## config.mk

```make
export PLATFORM = sky130hd
export DESIGN_NAME = collision_arbiter
export DESIGN_NICKNAME = d
export VERILOG_FILES = /design/src/rtl/collision_arbiter.sv
export SDC_FILE = /design/constraint.sdc
export NUM_CORES = 1
export LEC_CHECK = 0
export BUFFER_PORTS_ARGS = -buffer_cell sky130_fd_sc_hd__buf_2
export CORE_MARGIN = 3
export CORE_UTILIZATION = 28
export DETAILED_ROUTE_END_ITERATION = 10
export HOLD_SLACK_MARGIN = 0.06
export PLACE_DENSITY_LB_ADDON = 0.05
export SETUP_SLACK_MARGIN = 0.02
export SLEW_MARGIN = 10
export SYNTH_ARGS = -nofsm -noshare
export SYNTH_HDL_FRONTEND = slang
export SYNTH_SLANG_ARGS = --single-unit
```

## constraint.sdc

```tcl
create_clock -name clk -period 4.44 [get_ports clk]
set_clock_uncertainty 0.1 [all_clocks]
set_input_delay 0.888 -clock clk [delete_from_list [all_inputs] [get_ports clk]]
set_output_delay 0.888 -clock clk [all_outputs]
set_load 0.01 [all_outputs]
```

## src/rtl/collision_arbiter.sv

```systemverilog
// collision_arbiter: frame-latched round-robin sharing of the ball collision input with per-source cooldown.
// Define COLLISION_ARB_MERGE_EN to OR all eligible edge codes into one pulse and cool every eligible source.
module collision_arbiter #(
  parameter int NUM_SRC = 4,
  parameter int COOLDOWN_FRAMES = 3
) (
  input  logic                       clk,
  input  logic                       resetN,
  input  logic                       startOfFrame,
  input  logic [NUM_SRC-1:0]         req,
  input  logic [4*NUM_SRC-1:0]       edge_in,
  output logic                       collision,
  output logic [3:0]                 HitEdgeCode,
  output logic [$clog2(NUM_SRC)-1:0] grant_id,
  output logic [7:0]                 drop_cnt
);
  localparam int GW = $clog2(NUM_SRC);
  localparam int CW = COOLDOWN_FRAMES > 0 ? $clog2(COOLDOWN_FRAMES + 1) : 1;
  localparam logic [CW-1:0] CLOAD = CW'(COOLDOWN_FRAMES);
  typedef enum logic [1:0] {COLLECT, ARB, ISSUE} state_t;
  state_t state;
  logic [NUM_SRC-1:0] acc, snap, elig;
  logic [NUM_SRC-1:0][3:0] acc_edge, snap_edge;
  logic [NUM_SRC-1:0][CW-1:0] cool;
  logic [GW-1:0] last_grant, win, idx;
`ifdef COLLISION_ARB_MERGE_EN
  logic [3:0] merged;
`else
  logic [3:0] pop;
  logic [8:0] dsum;
  logic [7:0] drop_next;
`endif
  always_comb begin
    win = last_grant;
    idx = '0;
    for (int i = 0; i < NUM_SRC; i++) elig[i] = snap[i] && cool[i] == '0;
    // Walk downward so the nearest set bit after last_grant is assigned last.
    for (int k = NUM_SRC; k >= 1; k--) begin
      idx = GW'((int'(last_grant) + k) % NUM_SRC);
      if (elig[idx]) win = idx;
    end
`ifdef COLLISION_ARB_MERGE_EN
    merged = '0;
    for (int i = 0; i < NUM_SRC; i++) merged = elig[i] ? merged | snap_edge[i] : merged;
`else
    pop = '0;
    for (int i = 0; i < NUM_SRC; i++) pop = pop + 4'(elig[i]);
    dsum = {1'b0, drop_cnt} + 9'(pop) - 9'd1;
    drop_next = dsum > 9'd255 ? 8'hFF : dsum[7:0];
`endif
  end
  always_ff @(posedge clk or negedge resetN) begin
    if (!resetN) begin
      state <= COLLECT;
      collision <= 1'b0;
      HitEdgeCode <= '0;
      grant_id <= '0;
      drop_cnt <= '0;
      acc <= '0;
      acc_edge <= '0;
      snap <= '0;
      snap_edge <= '0;
      cool <= '0;
      last_grant <= GW'(NUM_SRC - 1);
    end else begin
      collision <= 1'b0;
      for (int i = 0; i < NUM_SRC; i++)
        if (req[i]) begin
          acc[i] <= 1'b1;
          acc_edge[i] <= acc_edge[i] | edge_in[4*i+:4];
        end
      case (state)
        COLLECT: if (startOfFrame) begin
          snap <= acc | req;
          for (int i = 0; i < NUM_SRC; i++) begin
            snap_edge[i] <= acc_edge[i] | (edge_in[4*i+:4] & {4{req[i]}});
            if (cool[i] != '0) cool[i] <= cool[i] - CW'(1);
          end
          acc <= '0;
          acc_edge <= '0;
          state <= ARB;
        end
        ARB: begin
          state <= elig == '0 ? COLLECT : ISSUE;
          if (elig != '0) begin
            collision <= 1'b1;
            grant_id <= win;
            last_grant <= win;
`ifdef COLLISION_ARB_MERGE_EN
            HitEdgeCode <= merged;
            for (int i = 0; i < NUM_SRC; i++) if (elig[i]) cool[i] <= CLOAD;
`else
            HitEdgeCode <= snap_edge[win];
            cool[win] <= CLOAD;
            drop_cnt <= drop_next;
`endif
          end
        end
        default: state <= COLLECT;
      endcase
    end
  end
endmodule
```

# Word level (Yosys, flattened, before mapping)
# Index checks and enable logic that the tools add are counted.
[totals] reg_bits=67 latchBits=0 mem_bits_rw=0 mem_bits_ro=0 input_bits=23 out_inout_bits=15 memories=0
[op_classes] add_sub_neg=13 n_mul=0 n_div=0 n_lt_le_gt_ge=7 eq_ne=7 shifts=0 mux=41 bitwise=14 reduce_logical=23
[op_table] op="$or A4 B4 Y4" n=9
[op_table] op="$mux W16" n=2
[op_table] op="$mux W4" n=7
[op_table] op="$mux W8" n=3
[op_table] op="$mux W2" n=11
[op_table] op="$and A4 B4 Y4" n=4
[op_table] op="$pmux W8 S2" n=1
[op_table] op="$reduce_and A4 Y1" n=4
[op_table] op="$lt A2 B3 Y1 const B" n=5
[op_table] op="$ne A2 B2 Y1 const B" n=6
[op_table] op="$logic_not A2 Y1" n=5
[op_table] op="$mux W1" n=10
[op_table] op="$reduce_bool A2 Y1" n=5
[op_table] op="$add A8 B4 Y9" n=1
[op_table] op="$gt A9 B8 Y1 const B" n=1
[op_table] op="$sub A9 B1 Y9 const B" n=1
[op_table] op="$bmux W1 S2" n=4
[op_table] op="$bmux W4 S2" n=1
[op_table] op="$or A8 B8 Y8" n=1
[op_table] op="$sub A2 B1 Y2 const B" n=4
[op_table] op="$logic_and A1 B1 Y1" n=5
[op_table] op="$add A2 B1 Y2 const B" n=2
[op_table] op="$add A2 B2 Y2 const B" n=2
[op_table] op="$add A3 B1 Y4" n=1
[op_table] op="other kinds (9)" n=10

# Depth between registers and ports, before layout
# Gate-level depths: netlist of run 1.
[logic_depth] depth_word=15 mapped_depth=14

# Least setup slack after synthesis of run 1
# Ideal clock, no wire load.
[synth_path] kind="reg-to-reg" start="register cool[2] in the netlist's numbering" end="register drop_cnt[1]" arrival_time_ns=3.201 setup_slack_ns=1.018 stages_incl_launch_ff=15 period_less_slack_ns=3.422 cell_sequence="dfrtp_1 > inv_1 > ha_1 > nand2_4 > ha_1 > fa_1 > inv_1 > ha_1 > fa_1 > a21o_1 > a2111oi_4 > a21oi_2 > xnor2_1 > nand2_2 > o22a_1"
[synth_between] elab_chain_cells=9 elab_cells_between_ends=11
[synth_lines] item="from (decl)" line_no="24" rtl="logic [NUM_SRC-1:0][CW-1:0] cool;"
[synth_lines] item="from (signal assigned)" line_no="63" rtl="cool <= '0;"
[synth_lines] item="from (signal, indexed assignment)" line_no="94" rtl="cool[win] <= CLOAD;"
[synth_lines] item="$logic_not A2 Y1 (*)" line_no="36" rtl="for (int i = 0; i < NUM_SRC; i++) elig[i] = snap[i] && cool[i] == '0;"
[synth_lines] item="$logic_and A1 B1 Y1 (*)" line_no="36"
[synth_lines] item="$add A1 B1 Y2" line_no="47" rtl="for (int i = 0; i < NUM_SRC; i++) pop = pop + 4'(elig[i]);"
[synth_lines] item="$add A2 B1 Y3" line_no="47"
[synth_lines] item="$add A3 B1 Y4" line_no="47"
[synth_lines] item="$add A8 B4 Y9" line_no="48" rtl="dsum = {1'b0, drop_cnt} + 9'(pop) - 9'd1;"
[synth_lines] item="$sub A9 B1 Y9" line_no="48"
[synth_lines] item="$gt A9 B8 Y1" line_no="49" rtl="drop_next = dsum > 9'd255 ? 8'hFF : dsum[7:0];"
[synth_lines] item="$mux W8" line_no="49"
[synth_lines] item="to (signal assigned)" line_no="95" rtl="drop_cnt <= drop_next;"
[synth_lines] item="to (decl)" line_no="15" rtl="output logic [7:0] drop_cnt"
# Every way passes the cells marked *; elsewhere a longest branch is shown, timed or not.
# A chain may end at the register's enable or synchronous reset.

# Worst setup path in the final report of run 1
[layout_path] start="register cool[2] in the netlist's numbering" end="register drop_cnt[4]"
# The elaborated chain is that of the path after synthesis.

==> run metrics, run 1 <==
status finished clean; CTS tree built; Setup Fix Bufs, Post-CTS 0; first-pass GRT wire length 12800 um; PostCTS Resize Cnt 0; post-synthesis net count 352; Critical Setup Path Class flip-flop to flip-flop; Worst path top cell family by delay adder cells; Via Count 2289; PwrDens 842 nW/um^2; clk root buf clkbuf_16; die width 115 um; CP Cell Sequence inv_1 -> ha_1 -> nand2_4 -> ha_1 -> fa_1 -> inv_1 -> ha_1 -> fa_1 -> a21o_1 -> a2111oi_4 -> a21oi_2 -> xnor2_1 -> nand2_2 -> o22a_1; Final nets 392; post-route cell area 3910 um^2; synth warn 0; CORE AREA 11500 um^2; CP max-delay cell fa_1; DP Area 3640 um^2; Tot GR Track Use 12.6%; vias per cell 4.63; fraction of registers with async set/reset 100%; Worst VDD drop 0.264 mV; Yosys cell types 46; DR iter-0 viols 74; Avg Inst Size Synth 10.8 um^2; Worst EP required 4550 ps; Post-Syn Area 3330 um^2; antenna violations before repair 0; Starting Density 28.9%; Worst-path clk slew 60 ps; highest net fanout along the worst path 8; final core utilization 33.9%; flops & latches, synth 67; CTS buffer count 9; Area Overhead vs Synth 17.4%; clk sinks 67; WP buf/inv 2; Placer Congestion 0.725; hpwl dp 5090 um; worst-skew pair later-pin latency 330 ps; Final Critical Period 3710 ps; DR WL/cell 15.3 um; met2 Resource Use GR 19.4%; I/O pins 38; CP endpoint kind flip-flop; setup_tns 0 ps; vias in the first global route 2398; worst r2r path cells 14; crit share post-route 83.6%; routed wire length 7550 um; M3 GR Usage 3.47%; setup violators final 0; Remaining DRCs 0; Seq/Total Area, Yosys 50.4%; Setup WS post-layout 729 ps; Critical Path Stages 14; cells after synthesis 307; Main synth FF type dfrtp_1; Place WS 727 ps; number of I/O port buffers 37; layout cells sized above 1 22.2%; fmax 269 MHz; CTS Buffer Depth 2; Largest stage delay, worst path 480 ps; Slew HR 41.4%; number of hold buffers added after cts 0; Filler Cell Count 1231; Worst-Margin Slew 877 ps; grt peak-use layer met2; total power 3290 uW; # rows 39; Setup crit start kind flip-flop; Die H 115 um; crit path DAT 3820 ps; global route overflow 0; Initial DRT Pass Iterations 4; met1 GRT Util 17.1%; Final Slew Violations 0; hold path depth 2; Fin. Hold Viols 0; CP most frequent cell ha_1; die area 13200 um^2; RSZ-0062 raised after global routing no; worst min path class flip-flop to flip-flop; antenna-violating nets left 0; # Max-Cap Violations 0; H-tree levels 3; antenna cell count 0; largest net degree at the start of global routing 46; Post-synth EDFFs 0; Leak 0.00185 uW
## synth_stat cells (3+ instances only)
master	n	share of area, %
mux2_2	7	2.4
nand2_4	3	1.0
xnor2_1	5	1.3
a32oi_1	3	0.79
nand3_1	3	0.45
mux2i_1	12	3.6
dfrtp_1	65	49
ha_1	20	7.5
inv_1	23	2.6
a21oi_1	27	4.1
clkbuf_1	6	0.68
o21ai_0	26	3.9
o22a_1	8	2.1
nor2_1	34	3.8
o22ai_1	3	0.56
nand2_1	22	2.5
## placed cells by master (no fill, tap or decap), drive strengths merged
| cell | count |
|---|---|
| xor2 | 2 |
| nand2 | 26 |
| a31oi | 2 |
| o21ai | 26 |
| and3 | 3 |
| clkinv | 2 |
| o21bai | 1 |
| a21oi | 28 |
| o31ai | 2 |
| o211ai | 1 |
| clkbuf | 12 |
| and2 | 3 |
| dfrtp | 65 |
| nand2b | 1 |
| a21o | 1 |
| a2111oi | 1 |
| a41oi | 2 |
| nor2 | 34 |
| o22a | 8 |
| o2bb2ai | 1 |
| dfstp | 2 |
| o41ai | 1 |
| a2bb2oi | 1 |
| nand3 | 3 |
| inv | 25 |
| buf | 40 |
| a32oi | 3 |
| ha | 20 |
| a31o | 1 |
| clkinvlp | 1 |
| o21a | 1 |
| nor3 | 1 |
| fa | 2 |
| mux2 | 7 |
| mux2i | 14 |
| o22ai | 3 |
| xnor2 | 5 |
## per-layer routing
metal	wire length, um	vias up
li1	-	1145
met1	3740	1097
met2	3400	38
met3	282	9
met4	125	0
met5	0	-
## worst min-delay path: stages (launching register included)
cell and delay [ps]:
dfrtp_1 320, a21oi_1 50, nor2_1 70
## area by class of cell
| class | count | area, um^2 | share of cell area, % |
|---|---|---|---|
| repair buffers | 40 | 208 | 5.32 |
| inverters | 25 | 96.3 | 2.47 |
| well taps | 143 | 179 | 4.58 |
| multi-input cells | 204 | 1470 | 37.7 |
| clock inverters | 3 | 25.0 | 0.640 |
| flip-flops and latches | 67 | 1680 | 43.0 |
| clock buffers | 12 | 246 | 6.31 |
## worst paths after layout
path / end / slack (ps) / from
setup / recovery: drop_cnt[4]$_DFFE_PN0P_ / 730 / cool[2]$_DFFE_PN0P_
hold / removal: acc_edge[11]$_DFF_PN0_ / 370 / acc_edge[11]$_DFF_PN0_
setup reg to reg: drop_cnt[4]$_DFFE_PN0P_ / 730 / cool[2]$_DFFE_PN0P_
hold reg to reg: acc_edge[11]$_DFF_PN0_ / 370 / acc_edge[11]$_DFF_PN0_
max in group asynchronous: drop_cnt[6]$_DFFE_PN0P_ / 2770 / resetN
min in group asynchronous: drop_cnt[4]$_DFFE_PN0P_ / 540 / resetN
## power by group
part / switching (uW) / total, uW / internal, uW
logic: 865 / 1580 / 720
registers: 163 / 1050 / 888
clock network: 263 / 656 / 392
total: 1290 / 3290 / 2000
## kinds of logic (layout without fill, tap and decap cells)
family                   Yosys count  count (layout)  share of synthesized area (%)
XOR/XNOR                           7               7                           1.84
AO/OA/AOI/OAI                     83              83                           16.8
multiplexers                      21              21                           7.33
buffers and inverters             36              80                           5.30
AND/OR/NAND/NOR                   71              71                           9.62
flip-flops                        67              67                           50.4
adder cells (fa/ha/maj)           22              22                           8.72
## sequential cells by signal (all words and copies together), names as in the netlist
register     cells
acc              4
acc_edge        16
cool             8
collision        1
drop_cnt         8
last_grant       2
snap_edge       16
grant_id         2
state            2
HitEdgeCode      4
snap             4
## metrics by stage
step,hold WS (ps),instances
after floorplan,342,307
after global routing,397,494
final,375,494
after global placement,359,479
after CTS,382,494
after detailed placement,369,479
Note: power is estimated with default switching activity, not from simulation.
==> run 2: changes to the inputs <==
- clock period: 4.44 -> 3.7 ns (I/O delays scaled with it)
==> run 2 against run 1 <==
Non-clock buffer count grew 6. Sequential power grew 20%. Sequential cell count is the same. Critical path depth is the same. Clock-buffer cell count shrank 2. First-iteration DRC count shrank 28%. Sequential share of layout area shrank 1.2 points. Global-route usage shrank 0.18 points. Worst setup slack lost 490 ps. Fmax grew 7.2%. Combinational power grew 24%. Worst hold slack lost 25 ps.
==> run metrics, run 2 (synthesized netlist as in run 1, its figures left out) <==
Starting Density 28.9%; setup violators final 0; Placer Congestion 0.721; I/O pins 38; top flop regs acc_edge: 16 flops, snap_edge: 16 flops; Final Critical Period 3460 ps; Place WS 92.7 ps; die width 115 um; DR WL/cell 14.8 um; number of hold buffers added after cts 0; worst r2r path cells 14; worst min path class input pin to async pin; Fin. Hold Viols 0; Filler Cell Count 1201; RR Startpoint cool[4]$_DFFE_PN0P_; final non-filler cell total 501; CTS buffer count 9; RSZ-0062 raised after global routing no; Setup crit start kind flip-flop; crit path DAT 3580 ps; antenna violations before repair 0; Worst EP required 3820 ps; Tot GR Track Use 12.4%; vias in the first global route 2386; layout cells sized above 1 26.0%; Slew HR 54.5%; Via Count 2332; worst-skew pair later-pin latency 330 ps; Initial DRT Pass Iterations 4; DR iter-0 viols 53; antenna cell count 0; CORE AREA 11500 um^2; CTS tree built; Area Overhead vs Synth 20.6%; setup_tns 0 ps; commonest non-fill, non-tap cell in the layout dfrtp_1; H-tree levels 3; PwrDens 1020 nW/um^2; CP endpoint kind flip-flop; hold slack 350 ps; largest net degree at the start of global routing 46; DP Area 3670 um^2; global route overflow 0; routed wire length 7400 um; first-pass GRT wire length 12600 um; highest net fanout along the worst path 8; post-route cell area 4020 um^2; Remaining DRCs 0; Die H 115 um; Worst-path clk slew 60 ps; hpwl dp 5270 um; Final nets 398; Final Slew Violations 0; clk sinks 67; Worst VDD drop 0.248 mV; # Max-Cap Violations 0; R2R Setup Slk 240 ps; number of I/O port buffers 37; Setup WS post-layout 237 ps; Leak 0.00190 uW; clk root buf clkbuf_16; crit share post-route 93.6%; Critical Setup Path Class flip-flop to flip-flop; antenna-violating nets left 0; vias per cell 4.65; most frequent cells in the layout dfrtp_1 (65), buf_2 (37), nor2_1 (34), a21oi_1 (27), o21ai_0 (26); die area 13200 um^2; CTS Buffer Depth 2; Worst-Margin Slew 682 ps; fmax 289 MHz; status finished clean; # rows 39; r2r endpoint drop_cnt[1]$_DFFE_PN0P_; dpl cells 483
run 2: cell count changes in the layout (fill, tap and decap cells not counted), sizes merged:
cell	before	now
clkinv	2	4
clkbuf	12	10
buf	40	46
bufinv	0	1
run 2: layer usage:
layer	share of wire, %	vias up	GRT usage [%]	wire, um
met4	1.6	0	5.16	120
met2	45	38	18.3	3340
met1	50	1128	17.5	3680
met3	3.5	10	3.00	257
met5	0	-	0	0
li1	-	1156	-	-
run 2: how the worst max path moves through the flow:
| stage | start | end | slack, ps |
|---|---|---|---|
| global route | cool[4]$_DFFE_PN0P_ | drop_cnt[5]$_DFFE_PN0P_ | 40 |
| CTS | cool[2]$_DFFE_PN0P_ | drop_cnt[7]$_DFFE_PN0P_ | 90 |
| floorplan | cool[2]$_DFFE_PN0P_ | drop_cnt[1]$_DFFE_PN0P_ | 280 |
| finish | cool[4]$_DFFE_PN0P_ | drop_cnt[1]$_DFFE_PN0P_ | 240 |
| global placement | cool[2]$_DFFE_PN0P_ | drop_cnt[1]$_DFFE_PN0P_ | 160 |
| detailed placement | cool[2]$_DFFE_PN0P_ | drop_cnt[7]$_DFFE_PN0P_ | 90 |
run 2: power breakdown:
group	switching (uW)	total (uW)	leakage [uW]	internal (uW)
logic	1050	1960	0.000952	913
clock network	324	863	0.000148	539
registers	194	1260	0.000797	1060
run 2: repair_timing:
item	4_1_cts	5_1_grt
endpoints found under the setup margin	0	8
setup buffers	0	2
resized for setup	0	7
run 2: per-stage QoR:
stage                     total power (uW)  utilization [%]
after detailed placement              3230             31.8
after CTS                             4120             34.5
final                                 4090             34.9
after floorplan                       2790                -
after global placement                3230             31.8
after global routing                  4480             34.9
run 2: layout make-up:
cell class | instances | area [um^2] | share of cell area (%)
Inverter | 25 | 96.3 | 2.40
Clock inverter | 6 | 65.1 | 1.62
Multi-Input combinational cell | 204 | 1500 | 37.5
Sequential cell | 67 | 1680 | 41.8
Timing Repair Buffer | 46 | 253 | 6.29
Tap cell | 143 | 179 | 4.46
Clock buffer | 10 | 239 | 5.95
run 2: critical path, cell delays in order (launching register included):
cell	delay, ps
dfrtp_1	380
inv_1	60
ha_1	150
and2_1	190
inv_4	70
fa_1	500
inv_1	40
ha_2	180
fa_2	370
a21o_1	230
a2111oi_4	410
a21oi_2	110
xnor2_1	190
nand2_2	160
o22a_1	210
==> run 3: changes to the inputs <==
- CORE_MARGIN: 3 -> default
- REMOVE_ABC_BUFFERS: default -> 1
==> run 3 against run 2 <==
The flow now finishes with violations (design-rule violations). Wire length rose by 0.53%. Non-clock buffer count down 1. Clock-buffer cell count grew 1. Critical path depth shrank 1. Via count rose by 0.21%. Sequential share of layout area is essentially flat. Core utilization about the same. Critical endpoint is now drop_cnt[3]$_DFFE_PN0P_. Largest power group unchanged.
==> run metrics, run 3 (synthesized netlist as in run 1, its figures left out) <==
Placer Congestion 0.691; Die H 111 um; die area 12300 um^2; CTS buffer count 9; Setup crit start kind flip-flop; Worst path top cell family by delay adder cells; layout cells sized above 1 26.1%; antenna cell count 0; RSZ-0062 raised after global routing no; # rows 39; Remaining DRCs 4; Setup WS post-layout 171 ps; antenna violations before repair 0; Place WS 20.7 ps; most frequent cells in the layout dfrtp_1 (65), buf_2 (37), nor2_1 (34), a21oi_1 (27), o21ai_0 (26); routed wire length 7440 um; setup_tns 0 ps; commonest non-fill, non-tap cell in the layout dfrtp_1; I/O pins 38; Via Count 2337; crit share post-route 95.4%; clk root buf clkbuf_16; Final Critical Period 3530 ps; CP Cell Sequence inv_1 -> ha_1 -> nand2_4 -> fa_1 -> inv_1 -> ha_2 -> fa_2 -> a21o_1 -> a2111oi_4 -> a21oi_2 -> xnor2_1 -> nand2_2 -> o22a_1; Worst-Margin Slew 605 ps; fmax 283 MHz; CP endpoint kind flip-flop; Worst-path clk slew 60 ps; Area Overhead vs Synth 20.7%; Filler Cell Count 1190; number of I/O port buffers 37; worst r2r path cells 13; Final Slew Violations 0; antenna-violating nets left 0; CP most frequent cell inv_1; CORE AREA 11500 um^2; highest net fanout along the worst path 8; setup violators final 0; Sw Ratio 38.4%; H-tree levels 3; # Max-Cap Violations 0; die width 111 um; total power 4140 uW; Worst VDD drop 0.268 mV; vias in the first global route 2392; cell internal pwr 2550 uW; Final nets 397; global route overflow 0; crit path DAT 3640 ps; clk sinks 67; Starting Density 28.9%; Slew HR 58.8%; Clock power frac 21.4%; CP max-delay cell fa_1; CTS tree built; Tot GR Track Use 13.2%; Critical Path Stages 13; top flop regs acc_edge: 16 flops, snap_edge: 16 flops; register share of total power 30.6%; CTS Buffer Depth 2; Psw 1590 uW; DR iter-0 viols 54; Critical Setup Path Class flip-flop to flip-flop; failing checks design-rule violations; Leak 0.00190 uW; DR WL/cell 14.9 um; Fin. Hold Viols 0; number of hold buffers added after cts 0; WP buf/inv 2; worst-skew pair later-pin latency 320 ps; PwrDens 1030 nW/um^2; worst min path class input pin to async pin; largest net degree at the start of global routing 45; vias per cell 4.67; status finished with violations; hpwl dp 5090 um; first-pass GRT wire length 12500 um; combinational share of power 48.1%; Worst EP required 3810 ps; Largest stage delay, worst path 550 ps; Initial DRT Pass Iterations 8
run 3: changes by cell type in the layout (fill, tap and decap cells not counted):
| cell | delta |
|---|---|
| clkbuf_8 | +1 |
| clkinv_4 | -1 |
| inv_6 | +1 |
| and2_1 | -1 |
| and2_4 | +1 |
| buf_4 | -1 |
| clkinv_2 | -1 |
run 3: area by class of cell:
class | count | area [um^2] | area share, %
clock inverters | 5 | 60.1 | 1.49
inverters | 25 | 96.3 | 2.40
repair buffers | 45 | 245 | 6.10
multi-input cells | 204 | 1510 | 37.5
flip-flops and latches | 67 | 1680 | 41.8
well taps | 143 | 179 | 4.45
clock buffers | 11 | 253 | 6.29
run 3: power by group through the flow:
| stage | combinational (uW) | sequential, uW | clock (uW) |
|---|---|---|---|
| 6_report | 1990 | 1260 | 884 |
| 5_1_grt | 2260 | 1310 | 942 |
| 4_1_cts | 1970 | 1270 | 918 |
| 3_5_place_dp | 1960 | 1280 | 0 |
| 3_3_place_gp | 1960 | 1280 | 0 |
| 2_1_floorplan | 1450 | 1260 | 0 |
run 3: path summary, 6_finish.rpt:
| path | slack, ps | to | start |
|---|---|---|---|
| max | 170 | drop_cnt[3]$_DFFE_PN0P_ | cool[6]$_DFFE_PN0P_ |
| min | 300 | drop_cnt[3]$_DFFE_PN0P_ | resetN |
| max reg2reg | 170 | drop_cnt[3]$_DFFE_PN0P_ | cool[6]$_DFFE_PN0P_ |
| min reg2reg | 380 | acc[0]$_DFF_PN0_ | acc[0]$_DFF_PN0_ |
| max in group asynchronous | 2430 | last_grant[1]$_DFFE_PN1P_ | resetN |
| min in group clk | 380 | acc[0]$_DFF_PN0_ | acc[0]$_DFF_PN0_ |
run 3: layer usage:
metal  vias up  global-route usage (%)  part of all wire (%)
met5         -                       0                     0
met4         0                    3.78                   1.4
met3         9                    4.37                   3.1
met2        35                    20.3                    45
met1      1135                    17.7                    51
li1       1158                       -                     -
run 3: repair_timing:
action | CTS | global route
setup endpoints to repair | 2 | 8
cloned | 0 | 0
resized for setup | 1 | 7
pin swaps | 0 | 7
buffers inserted | 0 | 2
run 3: per-stage QoR:
stage | std cells | utilization, % | area, um^2 | hold WS (ps)
floorplan | 296 | - | 3250 | 342
global placement | 482 | 31.8 | 3660 | 362
detailed placement | 482 | 31.8 | 3660 | 363
CTS | 498 | 34.5 | 3970 | 308
global route | 500 | 34.9 | 4020 | 333
finish | 500 | 34.9 | 4020 | 297
